**config.mk**
```make
export PLATFORM = sky130hd
export DESIGN_NAME = mac_kbd_responder
export DESIGN_NICKNAME = d
export VERILOG_FILES = /design/src/rtl/mac_kbd_responder.sv
export SDC_FILE = /design/constraint.sdc
export NUM_CORES = 1
export LEC_CHECK = 0
export BUFFER_PORTS_ARGS = -buffer_cell sky130_fd_sc_hd__buf_2
export CAP_MARGIN = 5
export CORE_MARGIN = 2
export CORE_UTILIZATION = 50
export DETAILED_ROUTE_END_ITERATION = 16
export GPL_TIMING_DRIVEN = 0
export PLACE_DENSITY = 0.67
export SLEW_MARGIN = 5
export SYNTH_ARGS = -nofsm -noshare
export SYNTH_HDL_FRONTEND = slang
export SYNTH_SLANG_ARGS = --single-unit
```
**constraint.sdc**
```tcl
create_clock -name clk -period 3.39 [get_ports clk]
set_input_delay 0.339 -clock clk [delete_from_list [all_inputs] [get_ports clk]]
set_output_delay 0.339 -clock clk [all_outputs]
set_load 0.02 [all_outputs]
```
**src/rtl/mac_kbd_responder.sv**
```systemverilog
// mac_kbd_responder: keyboard end of the Mac Plus keyboard link.
// Answers each host command byte with one response byte after a timed
// delay, sourcing key transitions from an internal FIFO.
module mac_kbd_responder #(
    parameter int         FIFO_DEPTH  = 8,
    parameter int         INQ_TIMEOUT = 2000000,
    parameter int         RSP_DELAY   = 16,
    parameter logic [7:0] MODEL_ID    = 8'h0B
) (
    input  logic       clk,
    input  logic       _systemReset,
    input  logic       cep,
    input  logic [7:0] cmd_data,
    input  logic       cmd_strobe,
    input  logic [7:0] key_code,
    input  logic       key_valid,
    output logic       key_ready,
    output logic [7:0] rsp_data,
    output logic       rsp_strobe,
    output logic       overflow
);

    localparam int AW = (FIFO_DEPTH > 1) ? $clog2(FIFO_DEPTH) : 1;
    localparam int CW = AW + 1;
    localparam int TW = $clog2(INQ_TIMEOUT + 1);
    localparam int DW = (RSP_DELAY > 1) ? $clog2(RSP_DELAY + 1) : 1;

    localparam logic [CW-1:0] FULL_CNT = CW'(FIFO_DEPTH);
    localparam logic [TW-1:0] INQ_LAST = TW'(INQ_TIMEOUT - 1);
    localparam logic [DW-1:0] DLY_LAST = DW'(RSP_DELAY - 1);

    localparam logic [7:0] CMD_INQUIRY = 8'h10;
    localparam logic [7:0] CMD_INSTANT = 8'h14;
    localparam logic [7:0] CMD_MODEL   = 8'h16;
    localparam logic [7:0] CMD_TEST    = 8'h36;
    localparam logic [7:0] RSP_NULL    = 8'h7B;
    localparam logic [7:0] RSP_ACK     = 8'h7D;

    typedef enum logic [1:0] {
        ST_IDLE     = 2'd0,
        ST_INQ_WAIT = 2'd1,
        ST_RESPOND  = 2'd2
    } state_t;

    state_t r_state;
    state_t w_next;

    // key-transition FIFO storage and bookkeeping
    logic [7:0]    r_mem [FIFO_DEPTH];
    logic [AW-1:0] r_wr_ptr;
    logic [AW-1:0] r_rd_ptr;
    logic [CW-1:0] r_count;
    logic          r_overflow;

    // timers and response bytes
    logic [TW-1:0] r_inq_tmr;
    logic [DW-1:0] r_dly;
    logic [7:0]    r_latch;
    logic [7:0]    r_rsp_hold;

    // FSM control outputs
    logic          w_pop;
    logic          w_load;
    logic [7:0]    w_load_val;
    logic          w_strobe;
    logic          w_inq_clr;
    logic          w_inq_inc;
    logic          w_dly_inc;

    logic          w_empty;
    logic          w_full;
    logic          w_push;
    logic          w_cmd_known;
    logic [7:0]    w_head;

    assign w_empty     = (r_count == '0);
    assign w_full      = (r_count == FULL_CNT);
    assign w_push      = key_valid && !w_full;
    assign w_head      = r_mem[r_rd_ptr];
    assign w_cmd_known = cmd_strobe &&
                         ((cmd_data == CMD_INQUIRY) || (cmd_data == CMD_INSTANT) ||
                          (cmd_data == CMD_MODEL)   || (cmd_data == CMD_TEST));

    assign key_ready  = !w_full;
    assign overflow   = r_overflow;
    assign rsp_strobe = w_strobe;
    // The strobe cycle presents the freshly delivered byte; otherwise the
    // last delivered byte is held.
    assign rsp_data   = w_strobe ? r_latch : r_rsp_hold;

    // State register
    always_ff @(posedge clk or negedge _systemReset) begin
        if (!_systemReset) r_state <= ST_IDLE;
        else               r_state <= w_next;
    end

    // Next-state and control: a recognised command always wins and restarts
    // decoding, discarding whatever response was pending.
    always_comb begin
        w_next     = r_state;
        w_pop      = 1'b0;
        w_load     = 1'b0;
        w_load_val = 8'h00;
        w_strobe   = 1'b0;
        w_inq_clr  = 1'b0;
        w_inq_inc  = 1'b0;
        w_dly_inc  = 1'b0;
        if (w_cmd_known) begin
            case (cmd_data)
                CMD_INQUIRY: begin
                    w_next    = ST_INQ_WAIT;
                    w_inq_clr = 1'b1;
                end
                CMD_INSTANT: begin
                    w_next = ST_RESPOND;
                    w_load = 1'b1;
                    if (!w_empty) begin
                        w_load_val = w_head;
                        w_pop      = 1'b1;
                    end else begin
                        w_load_val = RSP_NULL;
                    end
                end
                CMD_MODEL: begin
                    w_next     = ST_RESPOND;
                    w_load     = 1'b1;
                    w_load_val = MODEL_ID;
                end
                CMD_TEST: begin
                    w_next     = ST_RESPOND;
                    w_load     = 1'b1;
                    w_load_val = RSP_ACK;
                end
                default: ;
            endcase
        end else begin
            case (r_state)
                ST_INQ_WAIT: begin
                    if (cep) begin
                        if (!w_empty) begin
                            w_next     = ST_RESPOND;
                            w_load     = 1'b1;
                            w_load_val = w_head;
                            w_pop      = 1'b1;
                        end else if (r_inq_tmr == INQ_LAST) begin
                            w_next     = ST_RESPOND;
                            w_load     = 1'b1;
                            w_load_val = RSP_NULL;
                        end else begin
                            w_inq_inc = 1'b1;
                        end
                    end
                end
                ST_RESPOND: begin
                    if (cep) begin
                        if (r_dly == DLY_LAST) begin
                            w_strobe = 1'b1;
                            w_next   = ST_IDLE;
                        end else begin
                            w_dly_inc = 1'b1;
                        end
                    end
                end
                default: ;
            endcase
        end
    end

    // FIFO storage write; contents need no reset since count gates reads
    always_ff @(posedge clk) begin
        if (w_push) r_mem[r_wr_ptr] <= key_code;
    end

    // FIFO pointers, occupancy and sticky overflow
    always_ff @(posedge clk or negedge _systemReset) begin
        if (!_systemReset) begin
            r_wr_ptr   <= '0;
            r_rd_ptr   <= '0;
            r_count    <= '0;
            r_overflow <= 1'b0;
        end else begin
            if (w_push) r_wr_ptr <= r_wr_ptr + AW'(1);
            if (w_pop)  r_rd_ptr <= r_rd_ptr + AW'(1);
            case ({w_push, w_pop})
                2'b10:   r_count <= r_count + CW'(1);
                2'b01:   r_count <= r_count - CW'(1);
                default: r_count <= r_count;
            endcase
            if (key_valid && w_full) r_overflow <= 1'b1;
        end
    end

    // Inquiry wait timer and response delay counter, both in cep ticks
    always_ff @(posedge clk or negedge _systemReset) begin
        if (!_systemReset) begin
            r_inq_tmr <= '0;
            r_dly     <= '0;
        end else begin
            if (w_inq_clr)      r_inq_tmr <= '0;
            else if (w_inq_inc) r_inq_tmr <= r_inq_tmr + TW'(1);
            if (w_load)         r_dly <= '0;
            else if (w_dly_inc) r_dly <= r_dly + DW'(1);
        end
    end

    // Pending response byte and the last delivered byte
    always_ff @(posedge clk or negedge _systemReset) begin
        if (!_systemReset) begin
            r_latch    <= 8'h00;
            r_rsp_hold <= 8'h00;
        end else begin
            if (w_load)   r_latch    <= w_load_val;
            if (w_strobe) r_rsp_hold <= r_latch;
        end
    end

endmodule

```
==> results.txt <==
----------------------------------------------------
[Status]
  Run status ... completed

[STA]
  Setup skew after layout ... 0.00674 ns
  Final setup TNS ... 0 ns
  Maximum achievable frequency ... 0.321 GHz
  Relative slew slack ... 0.399
  Post-route worst setup slack ... roughly 0.28 ns
  Actual slew at the worst max-slew pin ... ~0.9 ns
  Unrepaired setup endpoints after global routing ... no
  Final number of max-transition violations ... 0
  Number of setup violations in the final report ... 0
  Total count of hold-check failures in the final report ... 0
  Smallest hold slack ... 0.0758 ns
  Final critical delay including setup and external delays ... 3.11 ns
  Final Cycle Share ... 0.919

[Die]
  Placeable core region ... about 0.011 sq mm
  Core Rows ... 38
  Die Span Y ... 109 um
  Die Area ... 0.0118 sq mm
  Starting density of the core ... 0.509
  Number of top-level pins ... 32
  Horizontal die dimension ... about 110 um

[Yosys]
  Count leader, synth ... sky130_fd_sc_hd__edfxtp_1
  Total nets after synthesis ... approximately 430
  Avg Inst Size Synth ... 13.6 sq um
  Number of synthesized flops with an enable pin ... 64
  Count of state elements after synthesis ... 119
  Sequential-to-total area share from yosys stat ... 0.601
  Commonest cells post-synth ... 64 x sky130_fd_sc_hd__edfxtp_1, 55 x sky130_fd_sc_hd__dfrtp_1, 29 x sky130_fd_sc_hd__nand2_1
  Synth Warn # ... 0
  Portion of synthesized cell area occupied by the leading cell type ... 0.350
  Asr flop ratio synth ... 0.462
  Most area-hungry cell type in the Yosys netlist ... sky130_fd_sc_hd__edfxtp_1
  Number of distinct library cell variants in the gate-level netlist after synthesis ... between 60 and 70
  Netlist Area Pre-Place ... 0.00549 sq mm
  Synth top area cells ... sky130_fd_sc_hd__edfxtp_1 35%, sky130_fd_sc_hd__dfrtp_1 25%, sky130_fd_sc_hd__mux4_2 6.6%
  Most used DFF post-synth ... sky130_fd_sc_hd__edfxtp_1
  Post-Syn Instances ... 405

[Clock network]
  Post-CTS setup-driven buffer insertion count ... 0
  # clock sinks ... 119
  TritonCTS clock tree ... done
  Latest clock arrival within the worst-skew pair ... 0.53 ns
  Number of buffers between clock root and the deepest sink ... 2
  Clock tree root buffer cell ... sky130_fd_sc_hd__clkbuf_8
  CTS HTree Levels ... 4
  Num CTS Buffers ... 17
  Register clock-pin slew on the reported worst setup and hold paths ... about 0.06 ns

[Setup path]
  Setup slack of the worst register-to-register path ... 0.57 ns
  Crit path DAT ... 2.78 ns
  Critical Path Fanout Max ... 9
  Element type at the critical path start ... register
  Kind of end point of the critical path ... output port
  WP data required ... 3.05 ns
  Critical path class ... register to output port

[Final layout]
  Relative area change from synthesis to final layout ... 17.2%
  Fill cell total of the finished layout ... just over 800
  Area of the multi-input gates ... 0.00211 sq mm
  Diodes inserted ... 0
  Final net count ... about 480
  Share of post-route cells with drive strength above 1 ... 0.242
  Non-filler cells in the finished layout ... between 600 and 700
  Area used by sequential logic in the layout ... 0.00330 sq mm

[Place]
  Weighted congestion at the end of routability-driven global placement ... 0.801
  DP Wirelength ... 7.29 mm
  Number of I/O port buffers ... 30
  Placed Instances ... roughly 580
  Post-Place Worst Slack ... 0.412 ns

[Routing]
  Detailed-router iteration count before antenna repair ... 4
  Detailed Route WL ... 11.1 mm
  Overall via count from detail_route ... 3495
  Vias per std cell ... 5.76
  DRC violations left ... 0
  Remaining antenna violation count ... 0
  Post-detailed-route wirelength per cell ... 18.2 um
  Drt first-iter violations ... 242

[Pwr]
  LEAKAGE ... 2.49 nW
  Power density cells ... 773 mW/mm^2
  Worst vdd rail ir drop ... 0.527 mV
  Power, Total ... 4.98 mW

[Global routing]
  Number of antenna violations at the first check in global routing ... 0
  Overflow after GRT ... 0
  First-pass GRT wire length ... ~18 mm
  Maximum number of pins on one net before global-route repair ... 56
  Via count of the first global-routing pass ... 3588
  Total global-route track usage ... 0.208

[Worst hold path]
  Path type of the worst min-delay path ... input pin to register

[Flow run]
  Max capacitance violation total ... 0

----------------------------------------------------
-- cell families (layout without fill, tap and decap cells) --
group                      after synthesis  in the layout  share of synthesized area
DFF                                    119            119                      0.601
and+or+nand+nor                        142            142                      0.156
AOI/OAI and AO/OA                       65             65                     0.0772
xor gates and xnor gates                11             11                     0.0175
adders and majority gates                8              8                     0.0182
buffers and inverters                   19             81                     0.0162
muxes                                   41             41                      0.115
-- worst max-delay path: stages (launching register included) --
cell                      delay [ns]
sky130_fd_sc_hd__dfrtp_1        0.39
sky130_fd_sc_hd__ha_1           0.17
sky130_fd_sc_hd__and3_1         0.15
sky130_fd_sc_hd__ha_1           0.19
sky130_fd_sc_hd__nand3_1        0.11
sky130_fd_sc_hd__nor2_1         0.61
sky130_fd_sc_hd__mux2_2         0.44
sky130_fd_sc_hd__buf_2          0.17
-- cells in the final DEF (no fill, tap or decap), drive strengths merged, types with 15 or more instances in the layout --
| cell | count |
|---|---|
| nand3 | 18 |
| nand2 | 29 |
| mux2 | 15 |
| nor2 | 15 |
| dfrtp | 55 |
| edfxtp | 64 |
| clkbuf | 23 |
| buf | 39 |
| a21oi | 22 |
| o21ai | 18 |
| mux4 | 16 |
-- per-stage QoR --
| step | cell area, sq um | utilization |
|---|---|---|
| after global routing | 6440 | 0.597 |
| after global placement | 5820 | 0.539 |
| final | 6440 | 0.597 |
| after detailed placement | 5830 | 0.540 |
| after CTS | 6430 | 0.595 |
| after floorplan | 5490 | - |
-- layer usage --
layer | vias up | wire length, um | GRT usage
li1 | 1683 | - | -
met2 | 60 | 5470 | 0.332
met3 | 14 | 373 | 0.0729
met4 | 0 | 139 | 0.0678
met5 | - | 0 | 0
met1 | 1738 | 5070 | 0.269
-- state kept, by name, summed over array words and instances, names as in the netlist --
signal	flops
r_wr_ptr	3
r_latch	8
r_mem	64
r_rd_ptr	3
r_dly	5
r_state	2
r_count	4
r_rsp_hold	8
overflow	1
r_inq_tmr	21
-- layout make-up --
class                           instances  share of cell area
Buffer                                 14              0.0109
Clock buffer                           18              0.0649
Clock inverter                         13              0.0282
Inverter                                5             0.00291
Multi-Input combinational cell        267               0.328
Sequential cell                       119               0.512
Tap cell                              140              0.0272
Timing Repair Buffer                   31              0.0253
-- what timing repair did --
item	CTS	global route
hold buffers	0	1
hold endpoints to repair	0	55
gates resized for setup	0	0
-- power by group --
part | leakage [nW] | internal (mW) | switching, mW
Sequential | 1.30 | 1.82 | 0.170
Clock | 0.282 | 1.18 | 0.642
Combinational | 0.915 | 0.544 | 0.615
Total | 2.49 | 3.55 | 1.43
-- path summary, 6_finish.rpt --
path,startpoint,end,depth (start not counted)
max,r_dly[0],rsp_data[5],7
min,key_code[2],r_mem[0][2],1
max reg2reg,r_count[1],r_count[2],12
min reg2reg,overflow,overflow,1
max in group asynchronous,_systemReset,r_inq_tmr[16],2
min in group asynchronous,_systemReset,r_dly[0],2
Power figures use the tool's default switching activity.
